--- src/rtl/divider_pkg.sv ---
// rtl/divider_pkg.sv - shared widths, stage record and constants for pipelined_divider
package divider_pkg;

    localparam int DW_DEF = 8;
    localparam int VW_DEF = 4;

    localparam logic [DW_DEF-1:0] QUO_DZ = '1;

    typedef struct packed {
        logic [VW_DEF:0]   rem;
        logic [DW_DEF-1:0] dividend;
        logic [DW_DEF-1:0] quotient;
        logic [VW_DEF-1:0] divisor;
        logic              valid;
        logic              dz;
    } stage_t;

endpackage

--- src/rtl/div_stage.sv ---
// rtl/div_stage.sv - one combinational restoring-division step on a stage record
module div_stage
    import divider_pkg::*;
(
    input  stage_t in_rec,
    output stage_t out_rec
);

    logic [VW_DEF:0] t;
    logic [VW_DEF:0] d;
    logic            qbit;

    always_comb begin
        t    = {in_rec.rem[VW_DEF-1:0], in_rec.dividend[DW_DEF-1]};
        d    = {1'b0, in_rec.divisor};
        // A set top bit of the partial remainder means t overflowed and is certainly >= d.
        qbit = in_rec.rem[VW_DEF] | (t >= d);

        out_rec          = in_rec;
        out_rec.rem      = qbit ? (t - d) : t;
        out_rec.dividend = in_rec.dividend << 1;
        out_rec.quotient = (in_rec.quotient << 1) | {{(DW_DEF-1){1'b0}}, qbit};
    end

endmodule

--- src/rtl/pipelined_divider.sv ---
// rtl/pipelined_divider.sv - fully pipelined unsigned restoring divider, one op per clock
module pipelined_divider
    import divider_pkg::*;
#(
    parameter int DW = DW_DEF,
    parameter int VW = VW_DEF
) (
    input  logic          clk,
    input  logic          rst_n,
    input  logic          in_valid,
    input  logic [DW-1:0] x,
    input  logic [VW-1:0] y,
    output logic          out_valid,
    output logic [DW-1:0] q,
    output logic [VW-1:0] r,
    output logic          dz
);

    // pipe[0] is the capture stage, pipe[DW] the retire register that holds across bubbles.
    stage_t pipe [DW+1];
    stage_t nxt  [DW];

    for (genvar k = 0; k < DW; k++) begin : g_stage
        div_stage u_stage (
            .in_rec  (pipe[k]),
            .out_rec (nxt[k])
        );
    end

    always_ff @(posedge clk) begin
        if (!rst_n) begin
            for (int k = 0; k < DW; k++) begin
                pipe[k].valid <= 1'b0;
            end
            pipe[DW] <= '0;
        end else begin
            pipe[0].rem      <= '0;
            pipe[0].dividend <= x;
            pipe[0].quotient <= '0;
            pipe[0].divisor  <= y;
            pipe[0].valid    <= in_valid;
            pipe[0].dz       <= (y == '0);
            for (int k = 1; k < DW; k++) begin
                pipe[k] <= nxt[k-1];
            end
            if (nxt[DW-1].valid) begin
                pipe[DW] <= nxt[DW-1];
            end else begin
                pipe[DW].valid <= 1'b0;
            end
        end
    end

    assign out_valid = pipe[DW].valid;
    assign dz        = pipe[DW].dz;
    assign q         = pipe[DW].dz ? QUO_DZ : pipe[DW].quotient;
    assign r         = pipe[DW].dz ? '0 : pipe[DW].rem[VW-1:0];

endmodule

--- config.mk ---
export PLATFORM = sky130hd
export DESIGN_NAME = pipelined_divider
export DESIGN_NICKNAME = d
export VERILOG_FILES = /design/src/rtl/divider_pkg.sv /design/src/rtl/div_stage.sv /design/src/rtl/pipelined_divider.sv
export SDC_FILE = /design/constraint.sdc
export NUM_CORES = 1
export LEC_CHECK = 0
export ABC_AREA = 1
export CORE_UTILIZATION = 60
export CTS_BUF_LIST = sky130_fd_sc_hd__clkbuf_4
export DETAILED_ROUTE_END_ITERATION = 10
export HOLD_SLACK_MARGIN = 0.15
export PLACE_DENSITY = 0.81
export SLEW_MARGIN = 20
export SYNTH_ARGS = -nofsm -noshare
export SYNTH_HDL_FRONTEND = slang
export SYNTH_SLANG_ARGS = --single-unit
--- constraint.sdc ---
create_clock -name clk -period 9.5 [get_ports clk]
set_input_delay 1.425 -clock clk [delete_from_list [all_inputs] [get_ports clk]]
set_output_delay 1.425 -clock clk [all_outputs]
set_load 0.01 [all_outputs]
# Word level (Yosys, flattened, before mapping)
# Memory sizes are Yosys's and may differ from the RTL's.
# Cells that the tools add are included.
# totals
ram_bits	243
output_inout_bits	14
reg_bits	0
mem_count	1
in_bits	15
# classes
bitwise_logic	26
magnitude_cmp	8
mux	28
n_reduce_logical	1
addsub	8
# mem_list
memory	words	width	read_ports	rd_ports_with_merged_regs	wr	line	text
pipe	9	27	9	0	9	pipelined_divider.sv:20	stage_t pipe [DW+1];
# op_table
operator	count
$or 8x1->8	8
$ge 5x4->1	8
$mux 5	8
$sub 5x4->5	8
$mux 27	1
$or 1x1->1	18
$mux 1	17
$mux 8	1
$logic_not 4->1	1
$mux 4	1

# Longest topological paths before layout
# An unclocked memory read counts as a cell.
# depth
word_depth	6
mapped_depth	9

# Modules after synthesis
# Synthesis repeated with hierarchy kept, for this count alone.
# unflattened
hier_cells	1277
hier_area_um2	12104.1
# by_module_without_submodules
mod	area_each_um2	cells_each	n_inst
pipelined_divider	8400.6	701	1
div_stage	462.9	72	8

# Least setup slack after synthesis
# OpenSTA, ideal clock, no wires.
# synth_timing
path_type	input-to-reg
start	input rst_n
end	memory pipe[0][0] in the netlist's numbering (enable)
t_arrival_ps	5172
required_ps	8951
slack_ps	3779
cell_stages	1
cell_sequence	clkbuf_1
# synth_lines
element	line	text
start: declaration	pipelined_divider.sv:9	input logic rst_n,
end: declaration	pipelined_divider.sv:20	

==> impl_results.md <==
* Outcome: finished clean
* Relative slew slack at 0.3284
* Number of library cell types mapped by synthesis at 26
* Antenna-violating nets left at 0
* Final-stage net count at ~890
* Highest clock rate at 301.4 MHz
* Cell area after technology mapping at approximately 7900 sq um
* GRT Resource Usage Total at 0.1976
* Worst Path Max Fanout at 13
* Hold Crit Class: register to register
* CTS HTree Levels at 4
* Worst setup endpoint: q[2]
* Library cell occupying the most area in the post-synthesis netlist: sky130_fd_sc_hd__edfxtp_1
* Largest register by flop count: pipe
* Count of input and output buffers at 28
* Count of antenna diodes in the layout at 0
* Reg2Reg Depth at 7
* CTS Root Buffer Type: sky130_fd_sc_hd__clkbuf_4
* Largest registers: pipe (161)
* Req. time, crit path at about 8.1 ns
* Number of vias after detailed routing at just over 5000
* Critical path data arrival time at ~1.9 ns
* CTS tree: yes
* Top library cells by usage in the layout, fill and taps aside: sky130_fd_sc_hd__inv_1, sky130_fd_sc_hd__nand2_1, sky130_fd_sc_hd__edfxtp_1
* Max reg flops at ~160
* Area growth, synth to finish at 9.341%
* Power per standard cell area at 177.0 nW/um^2
* Max-cap violations at 0
* Post-cts repair resize count at 0
* Core Area at ~13000 sq um
* DIE WIDTH at about 120 um
* Syn_area_per_cell at between 9 and 10 sq um
* Least-Margin Pin Slew at around 1.0 ns
* Post-route clock period utilization at 0.3493
* Vias in the first global route at 4891
* Total I/O pin count at 29
* Sequential-to-total area share from yosys stat at 0.6084
* Total Negative Setup Slacks at 0 ns
* Setup repair after global routing missed its margin: false
* Final routed DRC violation total at 0
* Global placer's final weighted congestion at approximately 0.87
* Post-route worst setup slack at a little over 6 ns
* Commonest non-fill, non-tap cell in the layout: sky130_fd_sc_hd__inv_1
* Length of the first detailed-routing pass in iterations at 6
* Critical register-to-register path startpoint: pipe[6][2]
* Number of buffers added by the clock tree synthesis step at 17
* Die height at about 120 um
* CP Capture Type: output port
* Largest net degree at the start of global routing at approximately 110
* Initial core utilization at 0.6208
* Hold buffer count at CTS at 0
* Final count of pins violating max slew at 0
* Drt initial violations at about 360
* Worst slack, placed at 6.198 ns
* Number of rows created at floorplan at 41
* Share of final-layout standard cells stronger than drive strength 1 at 0.07864
* Clock tree skew after final layout at between 0.015 and 0.02 ns
* Worst supply voltage drop on vdd at about 0.10 mV
* Critical path type: register to output port
* Final routed wirelength across all metal layers at 12030 um
* Top cells by area, synth: sky130_fd_sc_hd__edfxtp_1, sky130_fd_sc_hd__inv_1, sky130_fd_sc_hd__nand2_1
* Final number of setup-violating endpoints at 0
* Flop-to-flop setup slack at around 7.6 ns
* Number of antenna violations at the first check in global routing at 0
* Share of the synthesized area in the top cell type at 0.6059
* Synthesized flop and latch total at ~160
* TritonCTS Sinks at roughly 160
* Avg WL per Cell at 11.75 um
* Clock latency reported for the late side of the worst-skew pair at approximately 0.55 ns
* Final number of hold-violating endpoints at 0
* Number of buffers inserted to repair setup after CTS at 0
* Number of buffers on the longest clock path at 2
* R2r endpoint: pipe[7][26]
* Worst setup path startpoint: pipe[8][0]
* Aggregate global routing overflow at 0
* Clock transition at the register clock pins on the worst setup and hold paths after CTS at between 0.1 and 0.15 ns
* Full die area at 13680 sq um
* Min Tclk post-route at 3.318 ns
* Number of cells produced by synthesis at approximately 800
* Post-detail-place hpwl at around 8300 um
* Warnings, synthesis at 0
* Worst Setup Start Kind: register
* Lkg Pwr at ~4.3 nW
* Detailed-route vias per instance at around 5
* Wire length of the first global-routing pass at ~20000 um
## synth_stat cells
cell,instances
sky130_fd_sc_hd__inv_1,206
sky130_fd_sc_hd__nand2_1,182
sky130_fd_sc_hd__edfxtp_1,160
sky130_fd_sc_hd__nor2_1,50
sky130_fd_sc_hd__nand3_1,45
sky130_fd_sc_hd__a21oi_1,42
sky130_fd_sc_hd__ha_1,30
sky130_fd_sc_hd__buf_2,16
sky130_fd_sc_hd__nand2_2,10
sky130_fd_sc_hd__or2_2,9
sky130_fd_sc_hd__nor3_1,8
sky130_fd_sc_hd__fa_1,7
sky130_fd_sc_hd__nor2_4,7
sky130_fd_sc_hd__xnor2_1,7
sky130_fd_sc_hd__nor2_2,6
sky130_fd_sc_hd__clkbuf_1,3
sky130_fd_sc_hd__nand3b_1,3
sky130_fd_sc_hd__o21ai_0,2
sky130_fd_sc_hd__o21ai_1,2
sky130_fd_sc_hd__a31oi_1,1
sky130_fd_sc_hd__conb_1,1
sky130_fd_sc_hd__dfxtp_1,1
sky130_fd_sc_hd__nand4_1,1
sky130_fd_sc_hd__nor3b_1,1
sky130_fd_sc_hd__o21a_1,1
sky130_fd_sc_hd__xor2_1,1
## metrics by stage
step / total power, mW / instance area [sq um] / util / hold WS, ns / std cells
2_1_floorplan: 1.075 / 7956 / - / 0.4237 / 809
3_3_place_gp: 1.119 / 8381 / 0.6561 / 0.4634 / 992
3_5_place_dp: 1.139 / 8381 / 0.6561 / 0.4653 / 992
4_1_cts: 1.541 / 8667 / 0.6785 / 0.4921 / 1024
5_1_grt: 1.612 / 8671 / 0.6788 / 0.5303 / 1024
6_report: 1.535 / 8671 / 0.6788 / 0.4778 / 1024
## critical path: stages, from the launching register on
cell and delay (ns):
sky130_fd_sc_hd__edfxtp_1 0.54, sky130_fd_sc_hd__or2_2 0.34, sky130_fd_sc_hd__clkdlybuf4s50_1 0.48
## area by class of cell
type	instances	area [sq um]
fill	925	4103
inverter	206	773.2
tap	172	215.2
clock inverter	11	128.9
timing repair buffer	30	304.0
sequential	161	4825
multi-input combinational	423	2267
clock buffer	21	157.7
## cell families (layout without fill, tap and decap cells)
logic type                 after synthesis  in the layout  share of synthesized area
DFF                                    161            161                     0.6084
AOI/OAI and AO/OA                       48             48                    0.03077
and+or+nand+nor                        322            322                     0.1775
other                                    1              8                  0.0004729
xor gates and xnor gates                 8              8                   0.008836
adders and majority gates               37             37                    0.06500
buffers and inverters                  225            268                     0.1090
## how the worst min path moves through the flow
stage / slack, ns / end / cells past startpoint / startpoint
finish: 0.48 / pipe[8][1] / 2 / pipe[7][1]
detailed placement: 0.47 / pipe[8][1] / 2 / pipe[7][1]
global placement: 0.46 / pipe[8][1] / 2 / pipe[7][1]
global route: 0.53 / pipe[4][9] / 2 / pipe[3][8]
floorplan: 0.42 / pipe[8][1] / 2 / pipe[7][1]
CTS: 0.49 / pipe[8][1] / 2 / pipe[7][1]
## per-layer routing
metal  GRT usage  vias to the layer above  share of wire
met5           0                        -              0
met4      0.1105                        0          0.026
met3     0.04377                       34          0.033
met2      0.3708                      128           0.54
met1      0.2033                     2338           0.40
li1            -                     2575              -
## where the power goes
| part | leakage (nW) | total, mW | switching (mW) | internal, mW |
|---|---|---|---|---|
| Combinational | 2.55 | 0.254 | 0.156 | 0.0980 |
| Clock | 0.156 | 0.412 | 0.240 | 0.171 |
| Sequential | 1.64 | 0.870 | 0.0228 | 0.847 |
| Total | 4.35 | 1.53 | 0.419 | 1.12 |
No activity file was read; power rests on OpenSTA's default activity.
